$ cat src/rtl/rst_seq_pkg.sv
// Shared types and sizing helpers for the ordered reset-release sequencer.
package rst_seq_pkg;

    localparam int MAX_STAGES = 16;

    typedef enum logic [2:0] {
        ST_HOLD,
        ST_RELEASE,
        ST_WAIT_ACK,
        ST_GAP,
        ST_DONE,
        ST_ERROR
    } state_t;

    // One counter covers every timed state, so it is sized for the longest interval.
    function automatic int cnt_width(input int hold, input int gap, input int timeout);
        int m;
        m = hold;
        if (gap > m) m = gap;
        if (timeout > m) m = timeout;
        return (m > 1) ? $clog2(m) : 1;
    endfunction

endpackage

$ cat src/rtl/rst_seq_cnt.sv
// Loadable down-counter with zero flag; saturates at zero instead of wrapping.
module rst_seq_cnt #(
    parameter int W       = 10,
    parameter int RST_VAL = 0
) (
    input  logic         clk,
    input  logic         rst,
    input  logic         load,
    input  logic [W-1:0] load_val,
    input  logic         dec,
    output logic         zero
);

    logic [W-1:0] cnt;

    always_ff @(posedge clk or posedge rst) begin
        if (rst) begin
            cnt <= W'(RST_VAL);
        end else if (load) begin
            cnt <= load_val;
        end else if (dec && (cnt != '0)) begin
            cnt <= cnt - 1'b1;
        end
    end

    assign zero = (cnt == '0);

endmodule

$ cat src/rtl/rst_seq_ctrl.sv
// Ordered reset-release sequencer: holds all stage resets, releases them lowest
// index first with ack handshakes and fixed gaps, then monitors acks.
module rst_seq_ctrl
    import rst_seq_pkg::*;
#(
    parameter int                  N_STAGES    = 4,
    parameter int                  HOLD_CYCLES = 16,
    parameter int                  STAGE_GAP   = 8,
    parameter int                  ACK_TIMEOUT = 1024,
    parameter logic [N_STAGES-1:0] ACK_MASK    = '1
) (
    input  logic                        clk,
    input  logic                        rst,
    input  logic                        soft_rst_req,
    input  logic [N_STAGES-1:0]         stage_ack,
    output logic [N_STAGES-1:0]         stage_rst,
    output logic                        busy,
    output logic                        done,
    output logic                        err,
    output logic [$clog2(N_STAGES):0]   err_stage
);

    localparam int CW   = cnt_width(HOLD_CYCLES, STAGE_GAP, ACK_TIMEOUT);
    localparam int IDXW = (N_STAGES > 1) ? $clog2(N_STAGES) : 1;
    localparam int ESW  = $clog2(N_STAGES) + 1;

    state_t              state, next_state;
    logic [IDXW-1:0]     idx_q, idx_d;
    logic [N_STAGES-1:0] stage_rst_d;
    logic [ESW-1:0]      err_stage_d;
    logic                busy_d, done_d, err_d;
    logic                cnt_load, cnt_dec, cnt_zero;
    logic [CW-1:0]       cnt_val;
    logic [N_STAGES-1:0] missing;
    logic [ESW-1:0]      low_idx;

    // Reset pattern with stages [0, k) released and [k, N) held.
    function automatic logic [N_STAGES-1:0] rst_from(input int k);
        logic [N_STAGES-1:0] r;
        for (int j = 0; j < N_STAGES; j++) r[j] = (j >= k);
        return r;
    endfunction

    rst_seq_cnt #(
        .W       (CW),
        .RST_VAL (HOLD_CYCLES - 1)
    ) u_cnt (
        .clk      (clk),
        .rst      (rst),
        .load     (cnt_load),
        .load_val (cnt_val),
        .dec      (cnt_dec),
        .zero     (cnt_zero)
    );

    assign missing = ACK_MASK & ~stage_ack;

    always_comb begin
        low_idx = '0;
        for (int j = N_STAGES - 1; j >= 0; j--) begin
            if (missing[j]) low_idx = ESW'(j);
        end
    end

    // Output registers take the value implied by the next state, so the release
    // of a stage lands on the same edge that enters RELEASE.
    always_comb begin
        next_state  = state;
        idx_d       = idx_q;
        stage_rst_d = stage_rst;
        err_stage_d = err_stage;
        cnt_load    = 1'b0;
        cnt_val     = '0;
        cnt_dec     = 1'b0;

        if (soft_rst_req) begin
            next_state  = ST_HOLD;
            idx_d       = '0;
            stage_rst_d = '1;
            err_stage_d = '0;
            cnt_load    = 1'b1;
            cnt_val     = CW'(HOLD_CYCLES - 1);
        end else begin
            case (state)
                ST_HOLD: begin
                    if (cnt_zero) begin
                        next_state  = ST_RELEASE;
                        idx_d       = '0;
                        stage_rst_d = rst_from(1);
                    end else begin
                        cnt_dec = 1'b1;
                    end
                end
                ST_RELEASE: begin
                    cnt_load = 1'b1;
                    if (ACK_MASK[idx_q]) begin
                        next_state = ST_WAIT_ACK;
                        cnt_val    = CW'(ACK_TIMEOUT - 1);
                    end else begin
                        next_state = ST_GAP;
                        cnt_val    = CW'(STAGE_GAP - 1);
                    end
                end
                ST_WAIT_ACK: begin
                    if (stage_ack[idx_q]) begin
                        next_state = ST_GAP;
                        cnt_load   = 1'b1;
                        cnt_val    = CW'(STAGE_GAP - 1);
                    end else if (cnt_zero) begin
                        next_state  = ST_ERROR;
                        err_stage_d = ESW'(idx_q);
                        stage_rst_d = rst_from(int'(idx_q));
                    end else begin
                        cnt_dec = 1'b1;
                    end
                end
                ST_GAP: begin
                    if (cnt_zero) begin
                        if (int'(idx_q) == N_STAGES - 1) begin
                            next_state = ST_DONE;
                        end else begin
                            next_state  = ST_RELEASE;
                            idx_d       = idx_q + 1'b1;
                            stage_rst_d = rst_from(int'(idx_q) + 2);
                        end
                    end else begin
                        cnt_dec = 1'b1;
                    end
                end
                ST_DONE: begin
                    if (|missing) begin
                        next_state  = ST_ERROR;
                        err_stage_d = low_idx;
                        stage_rst_d = rst_from(int'(low_idx));
                    end
                end
                ST_ERROR: begin
                    next_state = ST_ERROR;
                end
                default: begin
                    next_state = ST_ERROR;
                end
            endcase
        end

        busy_d = (next_state == ST_HOLD) || (next_state == ST_RELEASE) ||
                 (next_state == ST_WAIT_ACK) || (next_state == ST_GAP);
        done_d = (next_state == ST_DONE);
        err_d  = (next_state == ST_ERROR);
    end

    always_ff @(posedge clk or posedge rst) begin
        if (rst) begin
            state     <= ST_HOLD;
            idx_q     <= '0;
            stage_rst <= '1;
            err_stage <= '0;
            busy      <= 1'b1;
            done      <= 1'b0;
            err       <= 1'b0;
        end else begin
            state     <= next_state;
            idx_q     <= idx_d;
            stage_rst <= stage_rst_d;
            err_stage <= err_stage_d;
            busy      <= busy_d;
            done      <= done_d;
            err       <= err_d;
        end
    end

endmodule
$ cat config.mk
export PLATFORM = sky130hd
export DESIGN_NAME = rst_seq_ctrl
export DESIGN_NICKNAME = d
export VERILOG_FILES = /design/src/rtl/rst_seq_pkg.sv /design/src/rtl/rst_seq_cnt.sv /design/src/rtl/rst_seq_ctrl.sv
export SDC_FILE = /design/constraint.sdc
export NUM_CORES = 1
export LEC_CHECK = 0
export CAP_MARGIN = 25
export CORE_ASPECT_RATIO = 1.25
export CORE_MARGIN = 3
export CORE_UTILIZATION = 45
export CTS_CLUSTER_SIZE = 30
export DETAILED_ROUTE_END_ITERATION = 10
export PLACE_DENSITY_LB_ADDON = 0.2
export SLEW_MARGIN = 15
export SYNTH_ARGS = -nofsm -noshare
export SYNTH_HDL_FRONTEND = slang
export SYNTH_HIERARCHICAL = 1
export SYNTH_SLANG_ARGS = --single-unit
$ cat constraint.sdc
create_clock -name clk -period 2.7 [get_ports clk]
set_input_delay 0.54 -clock clk [delete_from_list [all_inputs] [get_ports clk]]
set_output_delay 0.54 -clock clk [all_outputs]
set_load 0.005 [all_outputs]
# ---- Yosys cells after proc, flatten, opt, wreduce, memory -nomap -nowiden
# Index checks and enable logic that the tools add are counted.
dict set report op_classes {
  reduce_logical 17
  n_bitwise 1
  n_addsub 3
  muxes 48
  eq_ne 16
  order_cmp 12
}
# cell count
set op_table {}
lappend op_table {{3-bit two-way mux} 14}
lappend op_table {{10-bit two-way mux} 4}
lappend op_table {{4-bit two-way mux} 7}
lappend op_table {{10-bit one-hot mux with 2 select lines} 1}
lappend op_table {{3-bit inequality test, second input constant} 6}
lappend op_table {{4-bit one-hot mux with 4 select lines} 1}
lappend op_table {{3-bit one-hot mux with 5 select lines} 1}
lappend op_table {{3-bit by 2-bit equality test with 1-bit output, second input constant} 4}
lappend op_table {{1-bit by 3-bit >= comparator with 1-bit output, first input constant} 4}
lappend op_table {{2-bit by 3-bit >= comparator with 1-bit output, first input constant} 4}
lappend op_table {{2-bit two-way mux} 6}
lappend op_table {{10-bit zero test} 1}
lappend op_table {{10-bit nonzero test} 1}
lappend op_table {{10-bit by 1-bit subtractor with 10-bit output, second input constant} 1}
lappend op_table {{3-bit equality test, second input constant} 3}
lappend op_table {{1-bit two-way mux} 8}
lappend op_table {{4-bit AND reduction} 2}
lappend op_table {{7-bit AND reduction} 1}
lappend op_table {{3-bit by 1-bit equality test with 1-bit output, second input constant} 2}
lappend op_table {{3-bit zero test} 2}
lappend op_table {{3-bit one-hot mux with 2 select lines} 1}
lappend op_table {{3-bit nonzero test} 2}
lappend op_table {{5-bit nonzero test} 1}
lappend op_table {{1-bit binary-select mux with 2-bit select} 2}
lappend op_table {{other kinds (14)} 18}
dict set report totals {
  wordCells 105
  inputBits 7
  out_inout_bits 10
  ff_bits 25
}

# ---- Longest topological paths before layout
# Gate-level depths: netlist of run 1.
dict set report depth {
  word_depth 9
  mapped_depth 11
}

# ---- Modules after synthesis
# Netlist of run 1, hierarchy kept.
# mod seq_area_each_um2 cells_each n_inst area_per_inst_um2
set by_module_without_submodules {}
lappend by_module_without_submodules {rst_seq_ctrl 356.6 112 1 994.7}
lappend by_module_without_submodules {rst_seq_cnt 255.2 69 1 660.6}

# ---- Least setup slack after synthesis of run 1
# No wires, ideal clock.
dict set report synth_path {
  kind {reg2reg}
  start {reg u_cnt.cnt[0]}
  end {reg u_cnt.cnt[9]}
  n_path_buf 0
  arrival_ps 2123
  path_slack_ps 445
  synth_period_minus_slack_ps 2255
  setup_time_ps 133
  required_time_ps 2567
  stages_incl_launch_ff 12
  cell_sequence {dfstp_2 inv_1 ha_1 nand4_1 inv_1 inv_1 nand3b_1 a21oi_1 nor3b_2 nand4_1 xnor2_1 o21ai_1}
}
dict set report synth_between {
  elab_chain_len 7
  word_cells_on_any_way 11
}
# item line_no
set synth_rtl {}
lappend synth_rtl {{start, declared} rst_seq_cnt.sv:14} ;# logic [W-1:0] cnt;
lappend synth_rtl {{start signal, assigned} rst_seq_cnt.sv:18} ;# cnt <= W'(RST_VAL);
lappend synth_rtl {{start signal, assigned} rst_seq_cnt.sv:20} ;# cnt <= load_val;
lappend synth_rtl {{start signal, assigned} rst_seq_cnt.sv:22} ;# cnt <= cnt - 1'b1;
lappend synth_rtl {{10-bit zero test (*)} rst_seq_cnt.sv:26} ;# assign zero = (cnt == '0);
lappend synth_rtl {{via cnt_zero} rst_seq_ctrl.sv:32} ;# logic cnt_load, cnt_dec, cnt_zero;
lappend synth_rtl {{1-bit two-way mux (*)} {rst_seq_ctrl.sv:86, rst_seq_ctrl.sv:109, rst_seq_ctrl.sv:118}}
lappend synth_rtl {{1-bit two-way mux} rst_seq_ctrl.sv:105} ;# if (stage_ack[idx_q]) begin
lappend synth_rtl {{1-bit one-hot mux with 2 select lines (*)} rst_seq_ctrl.sv:84} ;# case (state)
lappend synth_rtl {{1-bit two-way mux (*)} rst_seq_ctrl.sv:76} ;# if (soft_rst_req) begin
lappend synth_rtl {{via cnt_dec} rst_seq_ctrl.sv:32}
lappend synth_rtl {{1-bit logical AND (*)} rst_seq_cnt.sv:21} ;# end else if (dec && (cnt != '0)) begin
lappend synth_rtl {{2-bit nonzero test (no source line) (*)} --}
# Mark *: on every way through the listed nets, which the timed path passes. The rest lies on a longest branch. The select of a mux whose other input is x is not followed.
# A chain may end at the register's enable or synchronous reset.

# ---- Worst setup path after layout of run 1
# Ends and elaborated chain as after synthesis.

==> flow_summary.html, run 1 <==
<table>
<tr><th>Metric</th><th>Value</th></tr>
<tr><th colspan="2">Synthesis</th></tr>
<tr><td>Summed instance area of the synthesized netlist</td><td>1660 um2</td></tr>
<tr><td>Sequential cell area fraction in the yosys report</td><td>37.0%</td></tr>
<tr><td>Synth unique cells</td><td>56</td></tr>
<tr><td>Most common flop cell mapped by yosys</td><td>dfrtp_1</td></tr>
<tr><td>Async S/R FF share, synth</td><td>100%</td></tr>
<tr><td>Number of synthesized register bits</td><td>24</td></tr>
<tr><td>Post-Syn Area per Cell</td><td>9.15 um2</td></tr>
<tr><td>Number of synthesized flops with an enable pin</td><td>0</td></tr>
<tr><td>Number of warnings printed during yosys synthesis</td><td>6</td></tr>
<tr><td>Gate count of the mapped netlist</td><td>181</td></tr>
<tr><td>Synth Net Count</td><td>194</td></tr>
<tr><th colspan="2">Cells and area</th></tr>
<tr><td>Layout Nets</td><td>221</td></tr>
<tr><td>Share of cells above drive strength 1</td><td>21.3%</td></tr>
<tr><td>Total inserted antenna cells</td><td>0</td></tr>
<tr><td>Area added between synthesis and finish</td><td>21.2%</td></tr>
<tr><td>Utilization after layout</td><td>57.1%</td></tr>
<tr><td>Number of filler instances in the final layout</td><td>322</td></tr>
<tr><td>Number of standard cells in the final layout excluding fillers</td><td>246</td></tr>
<tr><th colspan="2">Detailed routing</th></tr>
<tr><td>Via count</td><td>1,470</td></tr>
<tr><td>DR iter-0 viols</td><td>136</td></tr>
<tr><td>Residual DRC count</td><td>0</td></tr>
<tr><td>Drt first pass iters</td><td>5</td></tr>
<tr><td>Total wire length</td><td>4000 um</td></tr>
<tr><td>Via/cell ratio</td><td>5.98</td></tr>
<tr><td>Post-detailed-route wirelength per cell</td><td>16.3 um</td></tr>
<tr><td>Residual antenna-violating net count after detailed routing</td><td>0</td></tr>
<tr><th colspan="2">Floorplan</th></tr>
<tr><td>Number of rows in the core area</td><td>24</td></tr>
<tr><td>Starting Density</td><td>47.1%</td></tr>
<tr><td>Chip Width</td><td>60.2 um</td></tr>
<tr><td>Total Die Area</td><td>4450 um2</td></tr>
<tr><td>Core ar.</td><td>3510 um2</td></tr>
<tr><td>Boundary pin count</td><td>17</td></tr>
<tr><td>Die Span Y</td><td>73.8 um</td></tr>
<tr><th colspan="2">Critical path</th></tr>
<tr><td>Critical path arrival</td><td>2.55 ns</td></tr>
<tr><td>Critical Path Sink Type</td><td>register</td></tr>
<tr><td>Setup slack of the most critical reg-to-reg path</td><td>0.30 ns</td></tr>
<tr><td>Largest fanout on the critical path</td><td>6</td></tr>
<tr><td>CP Cell Sequence</td><td>inv_1 -&gt; ha_1 -&gt; nand4_1 -&gt; inv_1 -&gt; inv_1 -&gt; nand3b_1 -&gt; a21oi_2 -&gt; nor3b_4 -&gt; nand4_1 -&gt; xnor2_1 -&gt; o21ai_1</td></tr>
<tr><td>Worst reg2reg path depth</td><td>11</td></tr>
<tr><td>Most used cell along the critical path</td><td>inv_1</td></tr>
<tr><td>Cell with the largest stage delay on the worst path</td><td>dfstp_2</td></tr>
<tr><td>Critical Path RT</td><td>2.84 ns</td></tr>
<tr><td>Kind of start point of the critical path</td><td>register</td></tr>
<tr><td>Launch point of the worst reg-to-reg path</td><td>u_cnt/cnt[0]</td></tr>
<tr><td>CP Class</td><td>register to register</td></tr>
<tr><td>Capture point of the worst reg-to-reg path</td><td>u_cnt/cnt[9]</td></tr>
<tr><td>CP peak stage delay</td><td>0.59 ns</td></tr>
<tr><th colspan="2">Clock tree</th></tr>
<tr><td>Buffer type at the clock tree root</td><td>clkbuf_8</td></tr>
<tr><td>Number of buffers inserted by post-CTS setup repair</td><td>0</td></tr>
<tr><td>Clock Sink Count</td><td>24</td></tr>
<tr><td>Count of H-tree levels built during CTS</td><td>1</td></tr>
<tr><td>CTS tree</td><td>built</td></tr>
<tr><td>Buffers from clock root to sink, at most</td><td>2</td></tr>
<tr><td>Clock buffer count from CTS</td><td>3</td></tr>
<tr><td>Clock latency on the worst-skew pair</td><td>0.27 ns</td></tr>
<tr><td>Total of hold buffers inserted after clock tree synthesis</td><td>0</td></tr>
<tr><td>Register clock-pin slew on the reported worst setup and hold paths</td><td>0.09 ns</td></tr>
<tr><th colspan="2">STA</th></tr>
<tr><td>Max-slew headroom at the worst pin</td><td>61.1%</td></tr>
<tr><td>Sum Neg Setup Slack</td><td>0 ns</td></tr>
<tr><td>Final Hold Viols</td><td>0</td></tr>
<tr><td>Period minus WS final</td><td>2.40 ns</td></tr>
<tr><td>Final count of negative-setup-slack endpoints</td><td>0</td></tr>
<tr><td>Unrepaired setup endpoints after global routing</td><td>no</td></tr>
<tr><td>Post-route setup slack</td><td>0.296 ns</td></tr>
<tr><td>Ratio of final minimum period to clock period</td><td>89.0%</td></tr>
<tr><td>Final max-slew violation count</td><td>0</td></tr>
<tr><td>Pin slew with the least headroom to its limit</td><td>0.583 ns</td></tr>
<tr><td>Maximum clock frequency</td><td>416 MHz</td></tr>
<tr><td>Clk_skew</td><td>0.00778 ns</td></tr>
<tr><th colspan="2">GRT</th></tr>
<tr><td>Overall Global Routing Usage</td><td>19.4%</td></tr>
<tr><td>First-pass GRT wire length</td><td>6460 um</td></tr>
<tr><td>Vias in the first global route</td><td>1,423</td></tr>
<tr><td>Largest net degree at the start of global routing</td><td>17</td></tr>
<tr><td>Residual overflow from global routing</td><td>0</td></tr>
<tr><td>Number of antenna violations at the first check in global routing</td><td>0</td></tr>
<tr><th colspan="2">Power</th></tr>
<tr><td>Switching power share of the total</td><td>38.2%</td></tr>
<tr><td>Design Power</td><td>1.60 mW</td></tr>
<tr><td>Leakage component of the power</td><td>0.875 nW</td></tr>
<tr><td>Internal Power</td><td>991 uW</td></tr>
<tr><td>Switching Power</td><td>613 uW</td></tr>
<tr><td>Worst IR Drop VDD</td><td>0.000523 V</td></tr>
<tr><td>Seq pwr share</td><td>36.5%</td></tr>
<tr><td>Power share of the combinational group</td><td>43.5%</td></tr>
<tr><td>Clock group share of total power</td><td>20.1%</td></tr>
<tr><td>P per Cell Area</td><td>799 nW/um2</td></tr>
<tr><th colspan="2">Place</th></tr>
<tr><td>Inst Count DP</td><td>242</td></tr>
<tr><td>Final HPWL from detailed placement</td><td>3090 um</td></tr>
<tr><td>Global placement routability congestion</td><td>0.888</td></tr>
<tr><td>Setup Slack @ Placement</td><td>-0.0144 ns</td></tr>
<tr><td>Buffers on Ports</td><td>15</td></tr>
<tr><th colspan="2">Min path</th></tr>
<tr><td>Hold_sp</td><td>stage_rst[0]</td></tr>
<tr><td>Worst hold endpoint</td><td>stage_rst[0]</td></tr>
<tr><td>Worst hold-check path type</td><td>register to register</td></tr>
<tr><td>Worst Hold Depth</td><td>2</td></tr>
<tr><th colspan="2">Run</th></tr>
<tr><td>Maximum capacitance violations</td><td>0</td></tr>
<tr><th colspan="2">Outcome</th></tr>
<tr><td>Run status</td><td>finished clean</td></tr>
</table>
## layout make-up
cell class | count | area [um2] | share of cell area [%]
clock buffers | 3 | 41.3 | 2.06
clock inverters | 1 | 30.0 | 1.50
inverters | 15 | 56.3 | 2.81
multi-input cells | 135 | 963 | 48.0
flip-flops and latches | 24 | 612 | 30.5
well taps | 39 | 48.8 | 2.43
repair buffers | 29 | 255 | 12.7
## how the worst max path moves through the flow
stage | start | end | slack (ns) | cells after the start
after floorplan | u_cnt/cnt[0] | u_cnt/cnt[9] | 0.44 | 11
after global placement | stage_ack[3] | u_cnt/cnt[7] | 0.07 | 7
after detailed placement | stage_ack[3] | u_cnt/cnt[7] | -0.01 | 7
after CTS | u_cnt/cnt[0] | u_cnt/cnt[7] | 0.22 | 11
after global routing | u_cnt/cnt[0] | u_cnt/cnt[9] | 0.12 | 11
final | u_cnt/cnt[0] | u_cnt/cnt[9] | 0.30 | 11
## synthesized netlist by cell type (3+ instances only)
cell | number | area [um2]
a211o_1 | 3 | 26.3
a21oi_1 | 19 | 95.1
clkbuf_1 | 5 | 18.8
dfrtp_1 | 15 | 375
dfstp_2 | 9 | 236
ha_1 | 6 | 75.1
inv_1 | 15 | 56.3
mux2i_1 | 3 | 30.0
nand2_1 | 17 | 63.8
nand2b_1 | 6 | 37.5
nand4_1 | 3 | 18.8
nor2_1 | 16 | 60.1
nor3b_1 | 3 | 22.5
o21ai_0 | 5 | 25.0
o21ai_1 | 6 | 30.0
## worst max-delay path, delay by kind of cell, from the launching register on
family	cells	cell delay (ns)
AND/OR/NAND/NOR	4	0.69
flip-flops	1	0.59
buffers and inverters	3	0.32
AO/OA/AOI/OAI	2	0.25
XOR/XNOR	1	0.22
adder cells (fa/ha/maj)	1	0.21
## registers in the layout, summed over array words and instances, names as in the netlist
signal and cells:
busy 1, err_stage 2, stage_rst 4, state 3
idx_q 2, u_cnt/cnt 10, err 1, done 1
## per-stage QoR
step / instance area [um2] / hold slack, ns
2_1_floorplan: 1660 / 0.377
3_3_place_gp: 1930 / 0.493
3_5_place_dp: 1930 / 0.493
4_1_cts: 2000 / 0.506
5_1_grt: 2010 / 0.552
6_report: 2010 / 0.507
## routing by layer
layer / track usage (%) / wire (um)
met5: 0 / 0
met4: 8.37 / 81
met3: 2.28 / 114
met2: 37.4 / 2280
met1: 20.2 / 1530
## timing repair
| action | in CTS | in global routing |
|---|---|---|
| hold endpoints to repair | 0 | 0 |
| endpoints found under the setup margin | 0 | 4 |
| resized for setup | 0 | 2 |
## cell families (layout without fill, tap and decap cells)
| kind of cell | after synthesis | after routing | share of synthesized area (%) |
|---|---|---|---|
| multiplexers | 5 | 5 | 3.85 |
| flip-flops | 24 | 24 | 37.0 |
| adder cells (fa/ha/maj) | 6 | 6 | 4.54 |
| AO/OA/AOI/OAI | 53 | 53 | 23.9 |
| AND/OR/NAND/NOR | 66 | 66 | 23.0 |
| XOR/XNOR | 4 | 4 | 2.12 |
| other | 1 | 1 | 0.227 |
| buffers and inverters | 22 | 48 | 5.44 |
## power by group through the flow
stage                     Sequential (mW)  Combinational (mW)  Clock (mW)
after floorplan                     0.544               0.494           0
after global placement              0.578               0.657           0
after detailed placement            0.584               0.685           0
after CTS                           0.578               0.688       0.331
after global routing                0.596               0.771       0.343
final                               0.585               0.697       0.322
## placed cells by master (no fill, tap or decap), types with 2 or more instances in the layout
cell type and n:
dfstp_2 9, a311oi_1 2, o21ai_1 6, mux2i_1 3, xnor2_1 2, buf_4 14, clkbuf_8 3, o21ai_0 5
clkdlybuf4s50_1 15, nand2b_1 6, nor3b_1 3, nor2_1 16, nand2_1 17, xor2_1 2, nor3_1 2, or2_2 2
a211o_1 3, nand3_1 2, inv_1 15, nand4_1 3, a21oi_1 18, or2b_1 2, ha_1 6, dfrtp_1 15
Power figures use the tool's default switching activity.
==> run 2: changes to the inputs <==
--- a/config.mk
+++ b/config.mk
@@ -6,9 +6,10 @@
 export NUM_CORES = 1
 export LEC_CHECK = 0
 export CAP_MARGIN = 25
+export CELL_PAD_IN_SITES_DETAIL_PLACEMENT = 0
+export CELL_PAD_IN_SITES_GLOBAL_PLACEMENT = 1
 export CORE_ASPECT_RATIO = 1.25
-export CORE_MARGIN = 3
-export CORE_UTILIZATION = 45
+export CORE_UTILIZATION = 43
 export CTS_CLUSTER_SIZE = 30
 export DETAILED_ROUTE_END_ITERATION = 10
 export PLACE_DENSITY_LB_ADDON = 0.2
==> run 2 against run 1 <==
Against the previous run: worst setup slack better by 0.0066 ns; worst hold slack improved by 0.0022 ns; global-route usage grew 1.9 points; cell count unchanged; largest cell class unchanged.
==> flow_summary.html, run 2 (synthesized netlist as in run 1, its figures left out) <==
<table>
<tr><th>Metric</th><th>Value</th></tr>
<tr><th colspan="2">Outcome</th></tr>
<tr><td>Run status</td><td>finished clean</td></tr>
<tr><th colspan="2">STA</th></tr>
<tr><td>Final max-slew violation count</td><td>0 (unchanged)</td></tr>
<tr><td>Clk_skew</td><td>0.00241 ns (-0.00537 ns)</td></tr>
<tr><td>Period minus WS final</td><td>2.40 ns (-0.00664 ns)</td></tr>
<tr><td>Post-route setup slack</td><td>0.303 ns (+0.00664 ns)</td></tr>
<tr><td>Sum Neg Setup Slack</td><td>0 ns (unchanged)</td></tr>
<tr><td>Maximum clock frequency</td><td>417 MHz (+0.28%)</td></tr>
<tr><td>Unrepaired setup endpoints after global routing</td><td>no</td></tr>
<tr><td>Pin slew with the least headroom to its limit</td><td>0.561 ns (-0.0220 ns)</td></tr>
<tr><td>Max-slew headroom at the worst pin</td><td>62.5% (+1.5 points)</td></tr>
<tr><td>Final count of negative-setup-slack endpoints</td><td>0 (unchanged)</td></tr>
<tr><td>Final Hold Viols</td><td>0 (unchanged)</td></tr>
<tr><td>Ratio of final minimum period to clock period</td><td>88.8% (-0.25 points)</td></tr>
<tr><th colspan="2">Critical path</th></tr>
<tr><td>CP Cell Sequence</td><td>nor4_2 -&gt; nand4_1 -&gt; inv_1 -&gt; nand2b_1 -&gt; a21oi_1 -&gt; o21ai_4 -&gt; a2111oi_2 -&gt; a211o_1</td></tr>
<tr><td>CP peak stage delay</td><td>0.47 ns (-0.12 ns)</td></tr>
<tr><td>Critical Path Sink Type</td><td>register</td></tr>
<tr><td>Setup slack of the most critical reg-to-reg path</td><td>0.30 ns (about the same)</td></tr>
<tr><td>CP Class</td><td>register to register</td></tr>
<tr><td>Buf/Inv on CP</td><td>1 (-2)</td></tr>
<tr><td>Critical Path RT</td><td>2.91 ns (+0.07 ns)</td></tr>
<tr><td>Cell with the largest stage delay on the worst path</td><td>dfrtp_1</td></tr>
<tr><td>Capture point of the worst reg-to-reg path</td><td>stage_rst[2]</td></tr>
<tr><td>Largest fanout on the critical path</td><td>7 (+1)</td></tr>
<tr><td>Critical path arrival</td><td>2.61 ns (+0.06 ns)</td></tr>
<tr><td>Worst reg2reg path depth</td><td>8 (-3)</td></tr>
<tr><td>Launch point of the worst reg-to-reg path</td><td>u_cnt/cnt[5]</td></tr>
<tr><td>Family with the most delay on the worst path</td><td>compound AO/OA/AOI/OAI gates</td></tr>
<tr><td>Kind of start point of the critical path</td><td>register</td></tr>
<tr><th colspan="2">Floorplan</th></tr>
<tr><td>Total Die Area</td><td>4100 um2 (-7.7%)</td></tr>
<tr><td>Number of rows in the core area</td><td>24 (unchanged)</td></tr>
<tr><td>Starting Density</td><td>46.3% (-0.79 points)</td></tr>
<tr><td>Die Span Y</td><td>71.4 um (-3.3%)</td></tr>
<tr><td>Boundary pin count</td><td>17 (unchanged)</td></tr>
<tr><td>Chip Width</td><td>57.5 um (-4.6%)</td></tr>
<tr><td>Core ar.</td><td>3570 um2 (+1.7%)</td></tr>
<tr><th colspan="2">Cells and area</th></tr>
<tr><td>Utilization after layout</td><td>56.2% (-0.96 points)</td></tr>
<tr><td>Most used cells in the layout excluding fill and tap cells</td><td>a21oi_1 (18), nand2_1 (17), nor2_1 (16)</td></tr>
<tr><td>Share of cells above drive strength 1</td><td>21.3% (unchanged)</td></tr>
<tr><td>Area added between synthesis and finish</td><td>21.2% (unchanged)</td></tr>
<tr><td>Number of flip-flops in the largest register</td><td>10 (unchanged)</td></tr>
<tr><td>Total inserted antenna cells</td><td>0 (unchanged)</td></tr>
<tr><td>Seq. cell area</td><td>612 um2 (unchanged)</td></tr>
<tr><td>Largest Register</td><td>u_cnt/cnt</td></tr>
<tr><td>Number of standard cells in the final layout excluding fillers</td><td>246 (unchanged)</td></tr>
<tr><td>Layout Nets</td><td>221 (unchanged)</td></tr>
<tr><td>Commonest non-fill, non-tap cell in the layout</td><td>a21oi_1</td></tr>
<tr><td>Number of filler instances in the final layout</td><td>316 (-1.9%)</td></tr>
<tr><td>Leading registers by flop count</td><td>u_cnt/cnt: 10 flops, stage_rst: 4 flops, state: 3 flops</td></tr>
<tr><td>Area occupied by multi-input gates</td><td>963 um2 (unchanged)</td></tr>
<tr><th colspan="2">GRT</th></tr>
<tr><td>First-pass GRT wire length</td><td>6810 um (+5.5%)</td></tr>
<tr><td>Number of antenna violations at the first check in global routing</td><td>0 (unchanged)</td></tr>
<tr><td>Largest net degree at the start of global routing</td><td>17 (unchanged)</td></tr>
<tr><td>Residual overflow from global routing</td><td>0 (unchanged)</td></tr>
<tr><td>Overall Global Routing Usage</td><td>21.3% (+1.9 points)</td></tr>
<tr><td>Vias in the first global route</td><td>1,438 (+1.1%)</td></tr>
<tr><th colspan="2">Place</th></tr>
<tr><td>Buffers on Ports</td><td>15 (unchanged)</td></tr>
<tr><td>Setup Slack @ Placement</td><td>-0.0146 ns (-0.000142 ns)</td></tr>
<tr><td>Final HPWL from detailed placement</td><td>3050 um (-1.2%)</td></tr>
<tr><td>Global placement routability congestion</td><td>0.920 (+3.6%)</td></tr>
<tr><td>Inst Count DP</td><td>242 (unchanged)</td></tr>
<tr><th colspan="2">Detailed routing</th></tr>
<tr><td>Met2 wire length</td><td>2210 um (-3.3%)</td></tr>
<tr><td>Drt first pass iters</td><td>4 (-1)</td></tr>
<tr><td>DR iter-0 viols</td><td>53 (-61%)</td></tr>
<tr><td>Post-detailed-route wirelength per cell</td><td>15.9 um (-2.2%)</td></tr>
<tr><td>Met3 Wirelength</td><td>81 um (-29%)</td></tr>
<tr><td>Highest metal layer used by the detailed router</td><td>met4</td></tr>
<tr><td>Via count</td><td>1,406 (-4.4%)</td></tr>
<tr><td>Residual DRC count</td><td>0 (unchanged)</td></tr>
<tr><td>Via/cell ratio</td><td>5.72 (-4.4%)</td></tr>
<tr><td>Total wire length</td><td>3910 um (-2.2%)</td></tr>
<tr><td>Sum of routed wire segments on met1</td><td>1570 um (+3.1%)</td></tr>
<tr><td>Residual antenna-violating net count after detailed routing</td><td>0 (unchanged)</td></tr>
<tr><th colspan="2">Min path</th></tr>
<tr><td>Worst hold endpoint</td><td>stage_rst[0]</td></tr>
<tr><td>Worst hold-check path type</td><td>register to register</td></tr>
<tr><td>Worst Hold Depth</td><td>2 (unchanged)</td></tr>
<tr><td>Hold_sp</td><td>stage_rst[0]</td></tr>
<tr><th colspan="2">Run</th></tr>
<tr><td>Maximum capacitance violations</td><td>0 (unchanged)</td></tr>
<tr><th colspan="2">Clock tree</th></tr>
<tr><td>Clock latency on the worst-skew pair</td><td>0.26 ns (about the same)</td></tr>
<tr><td>Clock Sink Count</td><td>24 (unchanged)</td></tr>
<tr><td>Register clock-pin slew on the reported worst setup and hold paths</td><td>0.09 ns (about the same)</td></tr>
<tr><td>Buffers from clock root to sink, at most</td><td>2 (unchanged)</td></tr>
<tr><td>Number of gates given a new drive strength after cts</td><td>0 (unchanged)</td></tr>
<tr><td>Total of hold buffers inserted after clock tree synthesis</td><td>0 (unchanged)</td></tr>
<tr><td>Count of H-tree levels built during CTS</td><td>1 (unchanged)</td></tr>
<tr><td>Buffer type at the clock tree root</td><td>clkbuf_8</td></tr>
<tr><td>Clock buffer count from CTS</td><td>3 (unchanged)</td></tr>
<tr><td>Number of buffers inserted by post-CTS setup repair</td><td>0 (unchanged)</td></tr>
<tr><td>CTS tree</td><td>built</td></tr>
<tr><th colspan="2">Power</th></tr>
<tr><td>Leakage component of the power</td><td>0.875 nW (unchanged)</td></tr>
<tr><td>Design Power</td><td>1.60 mW (-0.51%)</td></tr>
<tr><td>P per Cell Area</td><td>795 nW/um2 (-0.51%)</td></tr>
<tr><td>Worst IR Drop VDD</td><td>0.000342 V (-35%)</td></tr>
</table>
## run 2: cell counts in the layout (fill, tap and decap cells not counted)
No cell type changed its count.
## run 2: layout make-up
type | instances | area share, %
Clock buffer | 3 | 2.06
Clock inverter | 1 | 1.50
Inverter | 15 | 2.81
Multi-Input combinational cell | 135 | 48.0
Sequential cell | 24 | 30.5
Tap cell | 39 | 2.43
Timing Repair Buffer | 29 | 12.7
## run 2: metal layers
layer / global-route usage [%] / vias up
li1: - / 702
met1: 24.7 / 664
met2: 40.1 / 34
met3: 2.71 / 6
met4: 6.23 / 0
met5: 0 / -
## run 2: power breakdown
| part | internal [mW] | total (mW) | switching, mW |
|---|---|---|---|
| sequential | 0.468 | 0.581 | 0.113 |
| combinational | 0.326 | 0.699 | 0.373 |
| clock | 0.198 | 0.315 | 0.117 |
| total | 0.992 | 1.60 | 0.604 |
## run 2: how the worst max path moves through the flow
stage	startpoint	to	depth (start not counted)
detailed placement	stage_ack[0]	u_cnt/cnt[7]	7
CTS	u_cnt/cnt[0]	u_cnt/cnt[7]	11
floorplan	u_cnt/cnt[0]	u_cnt/cnt[9]	11
finish	u_cnt/cnt[5]	stage_rst[2]	8
global placement	stage_ack[3]	u_cnt/cnt[5]	7
global route	u_cnt/cnt[5]	stage_rst[2]	8
## run 2: worst min-delay path, cell delays in order, from the launching register on
cell and delay, ns:
dfstp_2 0.38, nand2_1 0.05, o211ai_1 0.08
## run 2: per-stage QoR
step,instance area (um2),hold WS [ns]
6_report,2010,0.509
5_1_grt,2010,0.540
4_1_cts,2000,0.511
3_5_place_dp,1930,0.499
3_3_place_gp,1930,0.494
2_1_floorplan,1660,0.377
==> run 3: changes to the inputs <==
--- a/config.mk
+++ b/config.mk
@@ -5,6 +5,7 @@
 export SDC_FILE = /design/constraint.sdc
 export NUM_CORES = 1
 export LEC_CHECK = 0
+export ABC_CLOCK_PERIOD_IN_PS = 2700
 export CAP_MARGIN = 25
 export CELL_PAD_IN_SITES_DETAIL_PLACEMENT = 0
 export CELL_PAD_IN_SITES_GLOBAL_PLACEMENT = 1
==> results of run 3 <==
The final DEF is identical to that of run 2; final timing and power are the same.
